## src/rtl/discrete_filter_scheduler.sv

```systemverilog
// Time-multiplexed single-pole RC filter shared across NUM_CH channels.
// Optional DISCRETE_SCHED_ROUND_EN: round-half-up in the MAC instead of floor.
module discrete_filter_scheduler #(
    parameter int unsigned NUM_CH      = 4,
    parameter int unsigned CLOCK_RATE  = 1000000,
    parameter int unsigned SAMPLE_RATE = 48000
) (
    input  logic                   clk,
    input  logic                   I_RST,
    input  logic                   audio_clk_en,
    input  logic [16*NUM_CH-1:0]   in_data,
    input  logic [16*NUM_CH-1:0]   coef,
    input  logic [NUM_CH-1:0]      hp_sel,
    input  logic                   clear_overrun,
    output logic [16*NUM_CH-1:0]   out_data,
    output logic                   out_valid,
    output logic                   busy,
    output logic                   overrun
);

    localparam int unsigned CH_W = (NUM_CH > 1) ? $clog2(NUM_CH) : 1;

    if (NUM_CH < 1 || NUM_CH > 16) begin : g_bad_num_ch
        $error("discrete_filter_scheduler: NUM_CH must be 1..16");
    end
    if (CLOCK_RATE / SAMPLE_RATE < 3 * NUM_CH + 2) begin : g_bad_rate
        $error("discrete_filter_scheduler: too few clocks per sample for NUM_CH");
    end

    typedef enum logic [2:0] {S_IDLE, S_FETCH, S_MAC, S_WRITE, S_DONE} state_t;

    state_t                  state;
    logic [CH_W-1:0]         ch;
    logic signed [15:0]      x_snap [NUM_CH];
    logic        [15:0]      a_snap [NUM_CH];
    logic [NUM_CH-1:0]       hp_snap;
    logic signed [15:0]      y_mem  [NUM_CH];
    logic signed [15:0]      shadow [NUM_CH];
    logic signed [16:0]      diff;
    logic signed [17:0]      delta;

    logic signed [15:0]      x_cur;
    logic signed [15:0]      y_cur;
    logic        [15:0]      a_cur;
    logic signed [33:0]      prod;
    logic signed [17:0]      delta_c;
    logic signed [18:0]      sum;
    logic signed [15:0]      y_new;
    logic signed [16:0]      hp_diff;
    logic signed [15:0]      result;

    function automatic logic signed [15:0] sat16(input logic signed [18:0] v);
        if (v > 19'sd32767)
            return 16'sh7FFF;
        else if (v < -19'sd32768)
            return 16'sh8000;
        else
            return 16'(v);
    endfunction

    // Shared datapath for the channel currently addressed by ch
    always_comb begin
        x_cur   = x_snap[ch];
        y_cur   = y_mem[ch];
        a_cur   = a_snap[ch];
        prod    = 34'(diff) * 34'($signed({1'b0, a_cur}));
`ifdef DISCRETE_SCHED_ROUND_EN
        delta_c = 18'((prod + 34'sd32768) >>> 16);
`else
        delta_c = 18'(prod >>> 16);
`endif
        sum     = 19'(y_cur) + 19'(delta);
        y_new   = sat16(sum);
        hp_diff = 17'(x_cur) - 17'(y_new);
        result  = hp_snap[ch] ? sat16(19'(hp_diff)) : y_new;
    end

    always_ff @(posedge clk or posedge I_RST) begin
        if (I_RST) begin
            state     <= S_IDLE;
            ch        <= '0;
            diff      <= '0;
            delta     <= '0;
            hp_snap   <= '0;
            busy      <= 1'b0;
            out_valid <= 1'b0;
            overrun   <= 1'b0;
            out_data  <= '0;
            for (int unsigned i = 0; i < NUM_CH; i++) begin
                x_snap[i] <= '0;
                a_snap[i] <= '0;
                y_mem[i]  <= '0;
                shadow[i] <= '0;
            end
        end else begin
            out_valid <= 1'b0;

            // A tick during any non-idle state is dropped; set beats clear
            if (audio_clk_en && state != S_IDLE)
                overrun <= 1'b1;
            else if (clear_overrun)
                overrun <= 1'b0;

            case (state)
                S_IDLE: begin
                    if (audio_clk_en) begin
                        for (int unsigned i = 0; i < NUM_CH; i++) begin
                            x_snap[i] <= in_data[16*i +: 16];
                            a_snap[i] <= coef[16*i +: 16];
                        end
                        hp_snap <= hp_sel;
                        ch      <= '0;
                        busy    <= 1'b1;
                        state   <= S_FETCH;
                    end
                end
                S_FETCH: begin
                    diff  <= 17'(x_cur) - 17'(y_cur);
                    state <= S_MAC;
                end
                S_MAC: begin
                    delta <= delta_c;
                    state <= S_WRITE;
                end
                S_WRITE: begin
                    y_mem[ch]  <= y_new;
                    shadow[ch] <= result;
                    if (ch == CH_W'(NUM_CH - 1)) begin
                        // Publish in the DONE cycle, folding in the last channel's result
                        for (int unsigned i = 0; i < NUM_CH; i++)
                            out_data[16*i +: 16] <= (CH_W'(i) == ch) ? result : shadow[i];
                        out_valid <= 1'b1;
                        state     <= S_DONE;
                    end else begin
                        ch    <= ch + 1'b1;
                        state <= S_FETCH;
                    end
                end
                S_DONE: begin
                    busy  <= 1'b0;
                    state <= S_IDLE;
                end
                default: state <= S_IDLE;
            endcase
        end
    end

endmodule

```

## config.mk

```make
export PLATFORM = sky130hd
export DESIGN_NAME = discrete_filter_scheduler
export DESIGN_NICKNAME = d
export VERILOG_FILES = /design/src/rtl/discrete_filter_scheduler.sv
export SDC_FILE = /design/constraint.sdc
export NUM_CORES = 2
export LEC_CHECK = 0
export ABC_AREA = 1
export CAP_MARGIN = 40
export CORE_AREA = 4 4 261 212
export CTS_BUF_LIST = sky130_fd_sc_hd__clkbuf_16
export CTS_CLUSTER_SIZE = 24
export DETAILED_ROUTE_END_ITERATION = 12
export DIE_AREA = 0 0 265 216
export PLACE_DENSITY = 0.86
export SLEW_MARGIN = 20
export SYNTH_ARGS = -nofsm -noshare
export SYNTH_HDL_FRONTEND = slang
export SYNTH_SLANG_ARGS = --single-unit
export TNS_END_PERCENT = 50
```

## constraint.sdc

```tcl
create_clock -name clk -period 18.01 [get_ports clk]
set_clock_uncertainty 0.05 [all_clocks]
set_input_delay 5.403 -clock clk [delete_from_list [all_inputs] [get_ports clk]]
set_output_delay 5.403 -clock clk [all_outputs]
set_load 0.02 [all_outputs]
```

==> impl_results.md <==
* Worst-path fanout max at 32
* RSZ-0062 raised after global routing: false
* Total Die Area at 0.0572 mm^2
* Fmax at roughly 130 MHz
* Final hold violation count at 0
* TritonCTS clock tree: yes
* Hpwl dp at between 50000 and 60000 um
* Startpoint types: register
* Clk pin slew, worst setup/hold paths at roughly 0.060 ns
* Primary FF master, synth: dfrtp_1
* Final setup fails at 0
* DRT iter0 DRCs at about 2800
* Worst hold stages at 2
* Critical Path RT at roughly 18 ns
* Final period utilization at 44.1%
* Synth cell types at 47
* Core Box Area at 0.0524 mm^2
* Setup crit end kind: register
* Worst-Skew Late Latency at 0.58 ns
* FF+latch area at 0.00879 mm^2
* Initial antenna violation count at 1
* Vias per inst at about 5.6
* Top-count cell post-synth: nand2_1
* Gr ovfl total at 0
* H-tree levels at 2
* Worst Setup Slack, final at 10.07 ns
* P&R area growth vs syn at 13.7%
* # Post-CTS Setup Buffers at 0
* Row Count at 75
* Yosys warns at 0
* Vias at roughly 25000
* Fin nets at ~4300
* Cell chosen for the clock root: clkbuf_16
* Final Max Tran Viols at 0
* Syn_nets at 4152
* PostCTS Resize Cnt at 0
* Clk sink count at roughly 350
* Total CTS buffers at 39
* CP arrival at 8.36 ns
* All-layer global routing usage at 28.1%
* CTS max path bufs at 3
* Num ports at 203
* Share of flip-flops with an asynchronous set or reset at 100%
* Cts hold-fix bufs at 0
* Worst slew margin at 30.6%
* Largest net degree at the start of global routing at 181
* Remaining antenna violation count after routing at 0
* Hold Crit Class: register to register
* Area occupied by multi-input gates at 0.0168 mm^2
* First-pass DRT Iterations at 6
* Synth top cells by count: 1082 x nand2_1, 527 x inv_1, 351 x dfrtp_1
* Seq cells post-synth at 351
* WS Path Type: register to register
* Critical Path Max Stage Delay at 0.58 ns
* Setup TNS Final at 0 ns
* Sequential fraction of the synthesis area at 31.1%
* Area leader, netlist: dfrtp_1
* Total of max-cap violations at 0
* Top post-synthesis cells by area: dfrtp_1 31%, fa_1 20%, nand2_1 14%
* Initial core utilization at 53.9%
* Share of cells above drive strength 1 at 3.87%
* Die X at 265 um
* Fill cells at 4267
* Routed len/inst at 18.0 um
* First-pass GRT wire length at 130000 um
* Port bufs at 202
* Fin crit period at 7.94 ns
* Final wirelength at 79800 um
* Worst Tran Pin Value at 1.04 ns
* Post-Place Worst Slack at 9.79 ns
* Average size of a mapped cell at 7.85 um^2
* Post-synth EDFFs at 0
* Critical-path top delay cell: fa_1
* Status: finished clean
* Gate Count Post-Synth at 3597
* Vias in the first global route at 24927
* # DRC at 0
* Yosys top cell area share at 31.1%
* Post-Syn Area at 0.0282 mm^2
* Worst reg-to-reg path cell count at 26
* GP Congestion at 0.950
* Die H at 216 um
==> kinds of logic (layout without fill, tap and decap cells) <==
kind of cell             after synthesis  count (layout)  share of synthesized area (%)
AO/OA/AOI/OAI                        522             522                           9.84
XOR/XNOR                              46              46                           1.43
adder cells (fa/ha/maj)              419             419                           26.0
buffers and inverters                701             850                           9.56
flip-flops                           351             351                           31.1
other                                  0               1                              0
AND/OR/NAND/NOR                     1558            1558                           22.1
==> sequential cells by signal (all words and copies together) (netlist names) <==
name and cells:
state 3, a_snap 64, diff 17, hp_snap 4
shadow 48, busy 1, x_snap 64, out_valid 1
overrun 1, ch 2, delta 18, y_mem 64
out_data 64
==> through the flow <==
| stage | instance area (um^2) | utilization (%) | cells | hold slack (ns) |
|---|---|---|---|---|
| 2_1_floorplan | 28200 | - | 3597 | 0.387 |
| 3_3_place_gp | 30700 | 58.6 | 4364 | 0.400 |
| 3_5_place_dp | 30800 | 58.8 | 4368 | 0.404 |
| 4_1_cts | 32100 | 61.2 | 4435 | 0.419 |
| 5_1_grt | 32100 | 61.3 | 4439 | 0.425 |
| 6_report | 32100 | 61.3 | 4440 | 0.418 |
==> final timing paths <==
check	from	endpoint	slack, ns
worst max-delay path	ch[1]	delta[16]	10.07
worst min-delay path	x_snap[25]	x_snap[25]	0.42
worst max register to register	ch[1]	delta[16]	10.07
worst min register to register	x_snap[25]	x_snap[25]	0.42
max in group asynchronous	I_RST	delta[12]	10.47
min in group asynchronous	I_RST	shadow[60]	5.07
==> final cells by class <==
| cell class | count | share of cell area, % |
|---|---|---|
| clock inverters | 28 | 0.849 |
| inverters | 553 | 6.50 |
| diodes | 1 | 0.00779 |
| well taps | 693 | 2.70 |
| flip-flops and latches | 351 | 27.4 |
| repair buffers | 230 | 7.32 |
| clock buffers | 39 | 3.04 |
| multi-input cells | 2545 | 52.2 |
==> metal layers <==
metal	GRT usage, %	up-vias	share of wire, %
li1	-	11320	-
met4	9.31	2	3.3
met3	8.07	201	12
met5	0	-	0.016
met1	39.1	11858	41
met2	42.9	1296	44
==> cells in the final DEF, fill, tap and decap left out, types with 8 or more instances in the layout <==
cell                n
o21ai_0           265
inv_1             533
o22ai_1            18
ha_1              139
a32oi_1            16
a21o_1              8
o21ai_1            41
nand3_2             9
clkinv_1           13
nand2_1          1082
dfrtp_1           350
clkbuf_16          39
inv_2              19
fa_1              280
nor3_1             19
buf_4              19
clkdlybuf4s50_1   202
nor2_1            318
nand2_4             8
nand3_1            85
xor2_1             29
a21oi_1           147
nand2_2            10
xnor2_1            17
==> worst max-delay path, delay by kind of cell (launching register included) <==
family | cells | cell delay, ns
AOI/OAI and AO/OA | 6 | 1.03
adders and majority gates | 7 | 3.39
and+or+nand+nor | 7 | 1.09
buffers and inverters | 6 | 1.72
DFF | 1 | 0.52
Power is not shown: default switching activity piles up to over one toggle a cycle in this logic, so the estimate is an artifact.
